===== config.mk =====
export PLATFORM = sky130hd
export DESIGN_NAME = traffic_scheduler
export DESIGN_NICKNAME = d
export VERILOG_FILES = /design/src/rtl/traffic_scheduler.sv
export SDC_FILE = /design/constraint.sdc
export NUM_CORES = 1
export LEC_CHECK = 0
export ABC_CLOCK_PERIOD_IN_PS = 6100
export CAP_MARGIN = 0
export CORE_AREA = 2 2 155 157
export CTS_CLUSTER_DIAMETER = 50
export DETAILED_ROUTE_END_ITERATION = 16
export DIE_AREA = 0 0 157 159
export GPL_TIMING_DRIVEN = 0
export PLACE_DENSITY = 0.6
export SYNTH_ARGS = -nofsm -noshare
export SYNTH_HDL_FRONTEND = slang
export SYNTH_SLANG_ARGS = --single-unit

===== constraint.sdc =====
create_clock -name i_Clk -period 6.1 [get_ports i_Clk]
set_input_delay 1.22 -clock i_Clk [delete_from_list [all_inputs] [get_ports i_Clk]]
set_output_delay 1.22 -clock i_Clk [all_outputs]
set_load 0.005 [all_outputs]

===== src/rtl/traffic_scheduler.sv =====
// Car-lane sequencer for the frogger road: per-lane positions, step timing,
// level speed-up, pause and frog collision detection in one registered FSM.
module traffic_scheduler #(
    parameter int NUM_LANES   = 4,
    parameter int GRID_MAX    = 20,
    parameter int BASE_PERIOD = 12500000,
    parameter int MAX_LEVEL   = 3
) (
    input  logic                   i_Clk,
    input  logic                   i_Rst_n,
    input  logic                   i_Start,
    input  logic                   i_Pause,
    input  logic                   i_Level_Up,
    input  logic [4:0]             i_Frog_x,
    input  logic [2:0]             i_Frog_lane,
    output logic [5*NUM_LANES-1:0] o_car_x,
    output logic [NUM_LANES-1:0]   o_Step,
    output logic                   o_Hit,
    output logic [1:0]             o_Level,
    output logic                   o_Running,
    output logic [2:0]             o_State
);

    localparam int CNT_W = $clog2(2 * BASE_PERIOD) + 1;
    localparam int IDX_W = (NUM_LANES > 1) ? $clog2(NUM_LANES) : 1;

    typedef enum logic [2:0] {
        S_IDLE   = 3'd0,
        S_LOAD   = 3'd1,
        S_RUN    = 3'd2,
        S_PAUSED = 3'd3,
        S_HIT    = 3'd4
    } state_t;

    state_t                 state_q, state_d;
    logic [1:0]             level_q, level_d;
    logic [IDX_W-1:0]       idx_q, idx_d;
    logic                   hit_q, hit_d;
    logic                   running_q, running_d;
    logic [NUM_LANES-1:0]   step_q, step_d;
    logic [4:0]             x_q   [NUM_LANES];
    logic [4:0]             x_d   [NUM_LANES];
    logic [CNT_W-1:0]       cnt_q [NUM_LANES];
    logic [CNT_W-1:0]       cnt_d [NUM_LANES];
    logic                   frog_hit;

    // Odd lanes run at half the rate of even lanes; deep levels floor at 1.
    function automatic logic [CNT_W-1:0] lane_period(input logic odd, input logic [1:0] lvl);
        logic [CNT_W-1:0] p;
        p = CNT_W'(BASE_PERIOD >> lvl);
        if (p == '0) p = CNT_W'(1);
        if (odd) p = p << 1;
        return p;
    endfunction

    function automatic logic [4:0] load_pos(input int k);
        return 5'((7 * k) % (GRID_MAX + 1));
    endfunction

    function automatic logic [4:0] next_pos(input logic odd, input logic [4:0] x);
        if (!odd) return (x == 5'(GRID_MAX)) ? 5'd0 : x + 5'd1;
        return (x == 5'd0) ? 5'(GRID_MAX) : x - 5'd1;
    endfunction

    always_comb begin
        frog_hit = 1'b0;
        for (int k = 0; k < NUM_LANES; k++) begin
            if (i_Frog_lane == 3'(k) && x_q[k] == i_Frog_x) frog_hit = 1'b1;
        end
    end

    always_comb begin
        state_d = state_q;
        level_d = level_q;
        idx_d   = idx_q;
        hit_d   = 1'b0;
        step_d  = '0;
        for (int k = 0; k < NUM_LANES; k++) begin
            x_d[k]   = x_q[k];
            cnt_d[k] = cnt_q[k];
        end

        case (state_q)
            S_IDLE, S_HIT: begin
                if (i_Start) begin
                    state_d = S_LOAD;
                    level_d = 2'd0;
                    idx_d   = '0;
                end
            end
            S_LOAD: begin
                for (int k = 0; k < NUM_LANES; k++) begin
                    if (idx_q == IDX_W'(k)) begin
                        x_d[k]   = load_pos(k);
                        cnt_d[k] = '0;
                    end
                end
                if (idx_q == IDX_W'(NUM_LANES - 1)) state_d = S_RUN;
                else                                idx_d   = idx_q + 1'b1;
            end
            S_RUN: begin
                // Collision wins over pause, and neither lets lanes step this edge.
                if (frog_hit) begin
                    state_d = S_HIT;
                    hit_d   = 1'b1;
                end else if (i_Pause) begin
                    state_d = S_PAUSED;
                end else begin
                    for (int k = 0; k < NUM_LANES; k++) begin
                        if (cnt_q[k] >= lane_period(k[0], level_q) - 1'b1) begin
                            cnt_d[k]  = '0;
                            step_d[k] = 1'b1;
                            x_d[k]    = next_pos(k[0], x_q[k]);
                        end else begin
                            cnt_d[k] = cnt_q[k] + 1'b1;
                        end
                    end
                end
            end
            S_PAUSED: begin
                if (!i_Pause) state_d = S_RUN;
            end
            default: state_d = S_IDLE;
        endcase

        if ((state_q == S_RUN || state_q == S_PAUSED) && i_Level_Up &&
            level_q != 2'(MAX_LEVEL)) begin
            level_d = level_q + 2'd1;
        end

        running_d = (state_d == S_RUN);
    end

    always_ff @(posedge i_Clk) begin
        if (!i_Rst_n) begin
            state_q   <= S_IDLE;
            level_q   <= 2'd0;
            idx_q     <= '0;
            hit_q     <= 1'b0;
            running_q <= 1'b0;
            step_q    <= '0;
            for (int k = 0; k < NUM_LANES; k++) begin
                x_q[k]   <= 5'd0;
                cnt_q[k] <= '0;
            end
        end else begin
            state_q   <= state_d;
            level_q   <= level_d;
            idx_q     <= idx_d;
            hit_q     <= hit_d;
            running_q <= running_d;
            step_q    <= step_d;
            for (int k = 0; k < NUM_LANES; k++) begin
                x_q[k]   <= x_d[k];
                cnt_q[k] <= cnt_d[k];
            end
        end
    end

    always_comb begin
        for (int k = 0; k < NUM_LANES; k++) o_car_x[5*k +: 5] = x_q[k];
    end

    assign o_Step    = step_q;
    assign o_Hit     = hit_q;
    assign o_Level   = level_q;
    assign o_Running = running_q;
    assign o_State   = state_q;

endmodule


---- After elaboration in Yosys (flattened, before gate mapping) ----
Memories as Yosys holds them, arrays and structs flattened.
Index checks and enable logic that the tools add are counted.
word-level totals
  bits in registers ....................... 13
  memories ................................ 2
  bits in writable memories ............... 124
  output and inout bits ................... 31
  logic and storage cells ................. 155
cells by class
  magnitude comparators ................... 4
  mux-type cells .......................... 75
  reductions and logical operators ........ 23
  add/subtract/negate cells ............... 14
  eq/ne operators ......................... 20
  bitwise operators ....................... 10
  shift-type cells ........................ 1
memories
  name   depth  bits a word  read ports  clocked after Yosys merged registers in  write ports  line  source
  cnt_q  4      26           4           0                                        4            43    logic [CNT_W-1:0] cnt_q [NUM_LANES];
  x_q    4      5            4           0                                        4            41    logic [4:0] x_q [NUM_LANES];
operators by type and width
  cell                                                                    number
  26-bit 2-to-1 mux                                                       19
  104-bit 2-to-1 mux                                                      2
  104-bit case mux with 2 select lines                                    1
  26-bit by 1-bit adder with 26-bit output (second input constant)        4
  26-bit >= comparator                                                    4
  5-bit 2-to-1 mux                                                        20
  26-bit by 1-bit subtractor with 26-bit output (second input constant)   2
  20-bit 2-to-1 mux                                                       2
  20-bit case mux with 2 select lines                                     1
  26-bit logical NOT                                                      1
  24-bit by 2-bit >> shifter with 26-bit output (first input constant)    1
  5-bit equality test                                                     4
  5-bit logical NOT                                                       4
  5-bit by 1-bit subtractor with 5-bit output (second input constant)     4
  1-bit 2-to-1 mux                                                        19
  3-bit by 2-bit equality test with 1-bit output (second input constant)  5
  3-bit 2-to-1 mux                                                        5
  3-bit case mux with 4 select lines                                      1
  5-bit by 1-bit adder with 5-bit output (second input constant)          2
  5-bit equality test (second input constant)                             2
  2-bit 2-to-1 mux                                                        4
  1-bit bitwise OR                                                        8
  3-bit by 1-bit equality test with 1-bit output (second input constant)  2
  1-bit logical AND                                                       6
  15 further kinds                                                        24

---- Depth between registers and ports, before layout ----
Gate-level depths: netlist (run 1).
An unclocked memory read counts as a cell.
  depth after elaboration ................. 21
  gate-level depth with buffers ........... 15
  mapped depth without buffers ............ 13

---- Least setup slack after synthesis (run 1) ----
Ideal clock, no wire load.
  path kind ............................... register -> register
  start point ............................. register level_q[0] (netlist: o_Level[0])
  end point ............................... memory cnt_q[2][23] in the netlist's numbering
  arrival time ............................ 3.972 ns
  clock period less this slack ............ 4.042 ns
  stages on the path, launching flop included .. 16
  data required time ...................... 6.029 ns
  setup slack ............................. 2.058 ns
  library setup time ...................... 0.071 ns
  cell sequence ........................... dfxtp_1 -> inv_1 -> ha_1 -> inv_1 -> or4_1 -> nor4_1 -> ha_1 -> a21oi_1 -> o21ai_0 -> a221oi_1 -> o21ai_0 -> o32ai_1 -> clkbuf_1 -> nand2_1 -> clkbuf_1 -> a21oi_1
RTL lines
  element                 line  source
  start, declared         36    logic [1:0] level_q, level_d;
  start signal, assigned  148   level_q <= level_d;
  end, declared           43

==> summary.txt, run 1 <==
Global routing
  – Largest net degree at the start of global routing: 17
  – Number of global-route vias before repair: 8115
  – Initial antenna violation count: 0
  – First-pass GRT wire length: 43.2 mm
  – GRT overflow: 0
  – Total GRT Usage: 0.218

Power and ir drop
  – Comb power frac: 0.045
  – Sw power: 0.477 mW
  – Pwr Density: 189 nW/um^2
  – Pint: 1.53 mW
  – Clock share of power: 0.504
  – Sequential share of power: 0.451
  – Worst VDD drop: between 0.15 and 0.2 mV
  – Net Sw Frac: 0.238
  – LEAKAGE: around 3.9 nW

Critical path
  – R2R Path Start: o_Level[0]
  – Kind of end point of the critical path: register
  – Reg2reg setup slack: between 0.3 and 0.4 ns
  – Critical path fanouts, max: 10
  – Worst setup path class: register to register
  – RR Endpoint: cnt_q[2][23]
  – Crit path DAT: 6.13 ns
  – Startpoint Class: register
  – Worst reg2reg path depth: 15
  – Critical Path RT: 6.45 ns

Synthesis
  – Post-synthesis mux area share: 0.00328
  – Netlist cell types: 69
  – Post-Synth Adder-Cell Area: 0.140
  – Area fraction in compound gates after synthesis: 0.192
  – Simple-Gate Fraction of Synth Area: 0.231
  – Synth top area cells: dfxtp_1 30%, ha_1 14%, xor2_1 6.4%
  – Sequential fraction of the synthesis area: 0.300
  – Syn Std Cell Area: 9140 um^2
  – Most frequent cell after synthesis: dfxtp_1
  – Synth cell count leaders: 137 x dfxtp_1, 113 x nor2_1, 102 x ha_1
  – Synthesized area per cell: ~8.2 um^2
  – FF+latch count, synth: 137
  – Warning count from the yosys run: 0
  – Largest family of logic cells by synthesized area: simple AND/OR/NAND/NOR gates
  – Cells after Synth: 1112
  – XOR/XNOR Fraction of Synth Area: 0.0910
  – Primary FF master, synth: dfxtp_1
  – Cell taking the most area after synthesis: dfxtp_1
  – Number of synthesized flops with an enable pin: 0
  – Fraction of registers with async set/reset: 0
  – Yosys top cell area share: 0.300

Final layout
  – Filler cells: roughly 2300
  – Share of cells above drive strength 1: 0.0444
  – Layout Nets: 1296
  – Area grow syn2layout: 15.6%
  – Fin util: 0.456
  – ANT cells: 0

Floorplan
  – Die area: 25000 um^2
  – Die width: 157 um
  – Die height: 159 um
  – Core area: 23200 um^2
  – Starting Density: 0.394
  – Rows: 56
  – Num ports: between 40 and 50

Clock tree
  – H-tree depth: 4
  – CTS tree: built
  – Clk root buf: clkbuf_16
  – Later-pin clock latency in the skew report: 0.43 ns
  – Num CTS Buffers: 17
  – Hold buffers post-CTS: 0
  – Num Clock Sinks: 137
  – Clock slew at reported path FFs: 0.06 ns
  – Max clock buf depth: 2
  – Setup Fix Bufs, Post-CTS: 0

STA
  – Final Hold Viols: 0
  – Final Skew: 0.00775 ns
  – Crit share post-route: 0.948
  – RSZ-0062 raised after global routing: false
  – Max Freq: roughly 170 MHz
  – Relative slew slack: 0.312
  – Worst setup margin: 0.319 ns
  – Worst-margin pin slew: 1.03 ns
  – Final Setup Violations: 0
  – Fin crit period: 5.78 ns
  – Count of final max-slew check failures: 0
  – Sum Neg Setup Slack: 0 ns

Route
  – Via/cell ratio: 5.68
  – Iter 0 DRT Violations: 563
  – Via count: 8584
  – Drt drc: 0
  – Post-route ant nets: 0
  – Routed len/inst: 17.6 um
  – Final WL: ~27 mm
  – Pre-antenna DRT Iters: 5

Worst hold path
  – HP Class: register to register
  – Worst hold path startpoint: cnt_q[1][1]
  – WHS Path Cells: 2
  – Hold path endpoint: cnt_q[1][1]

Placement
  – Pre-CTS setup slack: -0.139 ns
  – IO buf count: between 40 and 50
  – Routability cong.: 0.833
  – HPWL Detailed: 19.6 mm

Run
  – Max Cap Violations: 0

Status
  – Status: finished, final reports clean
==> timing repair <==
item	4_1_cts	5_1_grt
gates resized for setup	1	1
hold endpoints to repair	0	0
setup endpoints to repair	20	22
==> critical path, cell delays in order (launching register included) <==
cell and delay, ns:
dfxtp_1 0.51, inv_1 0.41, ha_1 0.56, inv_1 0.48, or4_1 0.67, nor4_4 0.37, ha_1 0.34, a21oi_1 0.13
o21ai_0 0.12, a221oi_1 0.24, o21ai_0 0.25, o32ai_1 0.41, clkbuf_1 0.36, nand2_1 0.31, clkbuf_1 0.36, a21oi_1 0.18
==> metrics by stage <==
step	total power [mW]	cell area [um^2]	hold WS (ns)	std cells
5_1_grt	2.06	10600	0.524	1512
3_5_place_dp	1.01	9990	0.474	1481
6_report	2.00	10600	0.480	1512
2_1_floorplan	0.976	9170	0.449	1120
3_3_place_gp	1.01	9990	0.462	1481
4_1_cts	2.02	10600	0.483	1512
==> power by group through the flow <==
stage | Clock, mW | Sequential, mW | Combinational [mW]
floorplan | 0 | 0.922 | 0.0537
global placement | 0 | 0.923 | 0.0886
detailed placement | 0 | 0.923 | 0.0891
CTS | 1.03 | 0.903 | 0.0897
global route | 1.06 | 0.903 | 0.0992
finish | 1.01 | 0.903 | 0.0897
==> cell usage in the layout (no fill, tap or decap), drive strengths merged, types with 26 or more instances in the layout <==
| cell | instances |
|---|---|
| nand2 | 61 |
| or3 | 26 |
| o211ai | 29 |
| o21ai | 62 |
| clkbuf | 59 |
| a21oi | 88 |
| ha | 102 |
| xor2 | 67 |
| xnor2 | 28 |
| inv | 46 |
| clkdlybuf4s50 | 42 |
| dfxtp | 137 |
| nand4 | 29 |
| nand3 | 46 |
| nor2 | 113 |
==> sequential cells by signal, indices dropped and copies added, names as in the netlist <==
| name | flops |
|---|---|
| o_Hit | 1 |
| o_Running | 1 |
| o_State | 3 |
| x_q | 20 |
| o_Level | 2 |
| idx_q | 2 |
| o_Step | 4 |
| cnt_q | 104 |
==> cell type report <==
| class | instances | area, um^2 | area share |
|---|---|---|---|
| flip-flops and latches | 137 | 2740 | 0.260 |
| plain buffers | 52 | 211 | 0.0200 |
| clock inverters | 12 | 129 | 0.0122 |
| well taps | 319 | 399 | 0.0378 |
| inverters | 46 | 173 | 0.0163 |
| clock buffers | 19 | 433 | 0.0410 |
| repair buffers | 42 | 420 | 0.0398 |
| multi-input cells | 885 | 6060 | 0.573 |
==> routing by layer <==
| metal | track usage | share of wire | vias up |
|---|---|---|---|
| li1 | - | - | 4252 |
| met1 | 0.291 | 0.46 | 4114 |
| met2 | 0.357 | 0.47 | 181 |
| met3 | 0.0370 | 0.049 | 37 |
| met4 | 0.0684 | 0.021 | 0 |
| met5 | 0 | 0 | - |
==> kinds of logic after synthesis <==
logic type	after synthesis
other	2
AND/OR/NAND/NOR	404
AO/OA/AOI/OAI	271
multiplexers	3
adder cells (fa/ha/maj)	102
buffers and inverters	98
flip-flops	137
XOR/XNOR	95
==> worst max-delay path by stage <==
stage | cells after the start | start | endpoint
floorplan | 15 | o_Level[0] | cnt_q[2][23]
global placement | 15 | o_Level[0] | cnt_q[2][24]
detailed placement | 15 | o_Level[0] | cnt_q[2][25]
CTS | 15 | o_Level[0] | cnt_q[2][25]
global route | 15 | o_Level[0] | cnt_q[2][23]
finish | 15 | o_Level[0] | cnt_q[2][23]
Power figures use the tool's default switching activity.
==> inputs of run 2 (changes only) <==
--- a/config.mk
+++ b/config.mk
@@ -11,8 +11,10 @@
 export CTS_CLUSTER_DIAMETER = 50
 export DETAILED_ROUTE_END_ITERATION = 16
 export DIE_AREA = 0 0 157 159
+export GPL_ROUTABILITY_DRIVEN = 0
 export GPL_TIMING_DRIVEN = 0
 export PLACE_DENSITY = 0.6
+export REMOVE_ABC_BUFFERS = 1
 export SYNTH_ARGS = -nofsm -noshare
 export SYNTH_HDL_FRONTEND = slang
 export SYNTH_SLANG_ARGS = --single-unit
==> summary.txt, run 2 (synthesis gave the netlist of run 1 again) <==
Route
  – Via/cell ratio: 5.61
  – Routed len/inst: 16.8 um
  – Drt drc: 0
  – Final WL: 24.6 mm
  – Post-route ant nets: 0
  – Pre-antenna DRT Iters: 5
  – Iter 0 DRT Violations: 487
  – Via count: 8225

Final layout
  – Register name with the most flops: cnt_q
  – Number of flip-flops in the largest register: between 100 and 150
  – Leading cell type in the layout, fill and taps excluded: dfxtp_1
  – Share of cells above drive strength 1: 0.0471
  – Most frequent cells in the layout: 137 x dfxtp_1, 113 x nor2_1, 102 x ha_1
  – ANT cells: 0
  – Fin util: 0.454
  – Layout Nets: 1248
  – Area grow syn2layout: 15.2%

Critical path
  – Reg2reg setup slack: 0.34 ns
  – Crit path DAT: 6.12 ns
  – RR Endpoint: cnt_q[2][9]
  – Critical path fanouts, max: 26
  – Worst setup path class: register to register
  – Critical path's largest stage delay: 0.63 ns
  – Startpoint Class: register
  – Worst reg2reg path depth: 14
  – R2R Path Start: o_Level[0]
  – Slowest cell on crit path: or4_1
  – Critical Path RT: around 6.5 ns
  – Kind of end point of the critical path: register
  – CP cell instances: inv_1 > ha_1 > inv_1 > or4_1 > nor4_2 > buf_4 > ha_1 > a21oi_1 > o21ai_0 > a221oi_1 > o21ai_0 > o32ai_4 > nand2_2 > a21oi_1
  – Top delay family on crit path: compound AO/OA/AOI/OAI gates
  – CP Buf/Inv Count: 3

Floorplan
  – Die height: 159 um
  – Die area: 25000 um^2
  – Num ports: between 40 and 50
  – Core area: 23200 um^2
  – Starting Density: 0.394
  – Rows: 56
  – Die width: ~160 um

Global routing
  – First-pass GRT wire length: roughly 41 mm
  – Total GRT Usage: 0.204
  – Number of global-route vias before repair: slightly below 8000
  – GRT overflow: 0
  – Initial antenna violation count: 0
  – Largest net degree at the start of global routing: 51

STA
  – RSZ-0062 raised after global routing: false
  – Worst-margin pin slew: 1.23 ns
  – Final Setup Violations: 0
  – Crit share post-route: 0.944
  – Max Freq: about 170 MHz
  – Relative slew slack: 0.179
  – Final Skew: about 0.011 ns
  – Final Hold Viols: 0
  – Fin crit period: 5.76 ns
  – Count of final max-slew check failures: 0

Power and ir drop
  – Sw power: 0.516 mW
  – Pwr Density: ~210 nW/um^2
  – Clock share of power: 0.546
  – Net Sw Frac: 0.237
  – Sequential share of power: 0.415
  – Total power: ~2.2 mW
  – LEAKAGE: 3.86 nW
  – Pint: 1.66 mW
  – Comb power frac: 0.039
  – Worst VDD drop: roughly 0.13 mV

Clock tree
  – Max clock buf depth: 2
  – Setup Fix Bufs, Post-CTS: 0
  – CTS tree: built
  – Num CTS Buffers: 17
  – Clk root buf: clkbuf_16
  – Later-pin clock latency in the skew report: 0.44 ns
  – Clock slew at reported path FFs: 0.07 ns
  – Num Clock Sinks: 137
  – H-tree depth: 4

Worst hold path
  – WHS Path Cells: 2
  – Worst hold path startpoint: cnt_q[1][1]
  – HP Class: register to register
  – Hold path endpoint: cnt_q[1][1]

Run
  – Max Cap Violations: 0

Placement
  – IO buf count: 43
  – HPWL Detailed: 17.2 mm

Status
  – Status: finished, final reports clean
run 2: cell count changes in the layout (fill, tap and decap cells not counted), moves of 3 or more:
cell       change
clkbuf_1      -42
buf_2         -10
inv_6          +7
clkinv_2       -4
bufinv_16      +3
run 2: per-layer routing:
| layer | up-vias | wire, um | global-route usage |
|---|---|---|---|
| met5 | - | 0 | 0 |
| met4 | 0 | 431 | 0.0663 |
| met3 | 28 | 714 | 0.0305 |
| met2 | 110 | 11400 | 0.325 |
| met1 | 3937 | 12100 | 0.282 |
| li1 | 4150 | - | - |
run 2: timing repair:
item,in CTS,in global routing
gates resized for setup,2,2
endpoints found under the setup margin,26,32
hold buffers,0,0
run 2: power groups by stage:
stage | logic [mW] | registers, mW | clock network, mW
2_1_floorplan | 0.0475 | 0.922 | 0
3_3_place_gp | 0.0813 | 0.923 | 0
3_5_place_dp | 0.0838 | 0.923 | 0
4_1_cts | 0.0846 | 0.903 | 1.20
5_1_grt | 0.0942 | 0.903 | 1.24
6_report | 0.0846 | 0.903 | 1.19
run 2: worst max path at each step:
stage	startpoint	end	slack (ns)	depth (start not counted)
after floorplan	o_Level[0]	cnt_q[2][11]	1.64	13
after global placement	o_Level[0]	cnt_q[2][17]	-1.29	13
after detailed placement	o_Level[0]	cnt_q[2][1]	-0.65	14
after CTS	o_Level[0]	cnt_q[2][1]	0.15	14
after global routing	o_Level[0]	cnt_q[2][16]	0.1	14
final	o_Level[0]	cnt_q[2][9]	0.34	14
run 2: worst min-delay path: cells and delay by family, from the launching register on:
| family | cells | cell delay [ns] |
|---|---|---|
| flops | 1 | 0.32 |
| simple gates | 1 | 0.06 |
| compound gates | 1 | 0.05 |
run 2: area by class of cell:
| class | count | area (um^2) |
|---|---|---|
| Sequential cell | 137 | 2740 |
| Timing Repair Buffer | 46 | 473 |
| Clock inverter | 15 | 235 |
| Inverter | 46 | 173 |
| Multi-Input combinational cell | 885 | 6080 |
| Clock buffer | 17 | 425 |
| Fill cell | 2304 | 12700 |
| Tap cell | 319 | 399 |
run 2: stage by stage:
stage          cell area (um^2)  hold WS (ns)  TNS, ns  setup WS [ns]  instances
6_report                  10500         0.473        0          0.343       1465
5_1_grt                   10500         0.519        0         0.0991       1465
4_1_cts                   10500         0.473        0          0.153       1465
3_5_place_dp               9850         0.464   -15.10         -0.646       1433
3_3_place_gp               9790         0.457   -56.58          -1.29       1430
2_1_floorplan              8960         0.449        0           1.64       1068
==> inputs of run 3 (changes only) <==
--- a/config.mk
+++ b/config.mk
@@ -7,10 +7,10 @@
 export LEC_CHECK = 0
 export ABC_CLOCK_PERIOD_IN_PS = 6100
 export CAP_MARGIN = 0
-export CORE_AREA = 2 2 155 157
+export CORE_AREA = 2 2 178 136
 export CTS_CLUSTER_DIAMETER = 50
 export DETAILED_ROUTE_END_ITERATION = 16
-export DIE_AREA = 0 0 157 159
+export DIE_AREA = 0 0 180 138
 export GPL_ROUTABILITY_DRIVEN = 0
 export GPL_TIMING_DRIVEN = 0
 export PLACE_DENSITY = 0.6
==> summary.txt, run 3 (synthesis gave the netlist of run 1 again) <==
Status
  – Status: finished, final reports clean

Global routing
  – Number of global-route vias before repair: around 7600
  – Total GRT Usage: 0.206
  – GRT overflow: 0
  – Met1 Usage GRT: 0.303
  – Initial antenna violation count: 0
  – M2 GR Usage: 0.307
  – GR peak layer: met2
  – GR Util met3: 0.0382
  – First-pass GRT wire length: 41.5 mm
  – Largest net degree at the start of global routing: 33

Clock tree
  – Hold buffers post-CTS: 0
  – H-tree depth: 4
  – CTS tree: built
  – Clock slew at reported path FFs: 0.06 ns
  – Num Clock Sinks: 137
  – Max clock buf depth: 2
  – Num CTS Buffers: 17
  – Later-pin clock latency in the skew report: around 0.44 ns
  – Clk root buf: clkbuf_16

Worst hold path
  – WHS Path Cells: 2
  – HP Class: register to register
  – Worst hold path startpoint: cnt_q[1][1]
  – Hold path endpoint: cnt_q[1][1]

Critical path
  – Reg2reg setup slack: ~0.31 ns
  – Crit path DAT: 6.15 ns
  – Critical path's largest stage delay: 0.65 ns
  – Critical path fanouts, max: 10
  – Top delay family on crit path: simple AND/OR/NAND/NOR gates
  – Total stage count of the critical path: 13
  – Slowest cell on crit path: or4_1
  – Startpoint Class: register
  – Worst setup path class: register to register
  – CP cell instances: inv_1 > ha_1 > inv_1 > or4_1 > nor4_4 > ha_1 > nand4_1 > nor4_1 > and4_1 > a211oi_1 > nand2_1 > or4_1 > a21oi_1
  – RR Endpoint: cnt_q[0][16]
  – Worst reg2reg path depth: 13
  – Kind of end point of the critical path: register
  – R2R Path Start: o_Level[0]
  – Critical Path RT: ~6.5 ns
  – CP Buf/Inv Count: 2

Placement
  – Pre-CTS setup slack: -1.25 ns
  – HPWL Detailed: 18.0 mm
  – Dpl cells: 1419
  – Placed Area: 9820 um^2
  – IO buf count: 43

Route
  – Via/cell ratio: 5.69
  – Iter 0 DRT Violations: ~530
  – Final WL: roughly 26 mm
  – Routed len/inst: 17.6 um
  – Post-route ant nets: 0
  – Drt drc: 0
  – Pre-antenna DRT Iters: 5
  – Via count: 8240

Final layout
  – Area grow syn2layout: 13.8%
  – Layout Nets: 1247
  – Fin area: between 10000 and 15000 um^2
  – Number of flip-flops in the largest register: 104
  – Finished Layout Cells: 1449
  – Most frequent cells in the layout: 137 x dfxtp_1, 113 x nor2_1, 102 x ha_1
  – Leading cell type in the layout, fill and taps excluded: dfxtp_1
  – Register name with the most flops: cnt_q
  – ANT cells: 0
  – Filler cells: 2293
  – Share of cells above drive strength 1: 0.0437

Power and ir drop
  – LEAKAGE: around 3.8 nW
  – Total power: between 1.5 and 2 mW
  – Pwr Density: 191 nW/um^2
  – Worst VDD drop: 0.217 mV

STA
  – Final Setup Violations: 0
  – Relative slew slack: 0.164
  – Final Skew: approximately 0.0094 ns
  – Max Freq: ~170 MHz
  – Count of final max-slew check failures: 0
  – RSZ-0062 raised after global routing: false
  – Worst setup margin: ~0.31 ns
  – Worst-margin pin slew: 1.25 ns
  – Fin crit period: between 5 and 6 ns
  – Crit share post-route: 0.949
  – WHS: 0.479 ns
  – Final Hold Viols: 0

Floorplan
  – Die area: 24800 um^2
  – Core area: 23400 um^2
  – Starting Density: 0.391
  – Num ports: 44
  – Die width: around 180 um
  – Die height: 138 um
  – Rows: 49

Run
  – Max Cap Violations: 0
run 3: changes by cell type in the layout (fill, tap and decap cells not counted):
cell,before,now
buf_4,1,0
bufinv_16,5,1
clkbuf_8,0,3
clkinv_2,0,6
nor4_4,0,1
inv_6,7,0
nor4_2,1,0
clkbuf_1,0,1
clkinv_4,1,0
run 3: layout make-up:
class | count | area, um^2 | area share
multi-input cells | 885 | 6090 | 0.586
flip-flops and latches | 137 | 2740 | 0.264
clock buffers | 21 | 470 | 0.0452
repair buffers | 45 | 465 | 0.0447
well taps | 306 | 383 | 0.0368
inverters | 46 | 173 | 0.0166
clock inverters | 9 | 75.1 | 0.00722
run 3: worst max path at each step:
stage               startpoint            to  slack [ns]
global placement    o_Level[0]  cnt_q[2][16]       -1.10
floorplan           o_Level[0]  cnt_q[2][11]        1.64
finish              o_Level[0]  cnt_q[0][16]        0.31
global route        o_Level[0]  cnt_q[0][16]        0.13
detailed placement  o_Level[0]  cnt_q[2][24]       -1.25
CTS                 o_Level[0]     x_q[0][0]        0.05
run 3: where the power goes:
group          total, mW  leakage [nW]  internal [mW]  switching (mW)
logic             0.0838          2.44         0.0278          0.0559
registers          0.903          1.10          0.899         0.00489
clock network      0.996         0.270          0.583           0.413
total               1.98          3.81           1.51           0.473
run 3: worst reg2reg max path: stages, from the launching register on:
cell	delay, ns
dfxtp_1	0.52
inv_1	0.46
ha_1	0.58
inv_1	0.45
or4_1	0.66
nor4_4	0.48
ha_1	0.38
nand4_1	0.10
nor4_1	0.07
and4_1	0.20
a211oi_1	0.62
nand2_1	0.43
or4_1	0.60
a21oi_1	0.17
run 3: stage by stage:
stage / utilization / TNS (ns)
6_report: 0.445 / 0
5_1_grt: 0.445 / 0
4_1_cts: 0.444 / 0
3_5_place_dp: 0.420 / -42.67
3_3_place_gp: 0.418 / -47.71
2_1_floorplan: - / 0
run 3: metal layers:
metal,share of wire,wire length (um)
met4,0.018,469
met2,0.42,10700
met1,0.53,13500
met3,0.036,921
met5,0,0
run 3: timing repair:
item | 4_1_cts | 5_1_grt
setup endpoints to repair | 81 | 54
setup buffers | 0 | 0
gates cloned | 0 | 0
resized for setup | 3 | 3
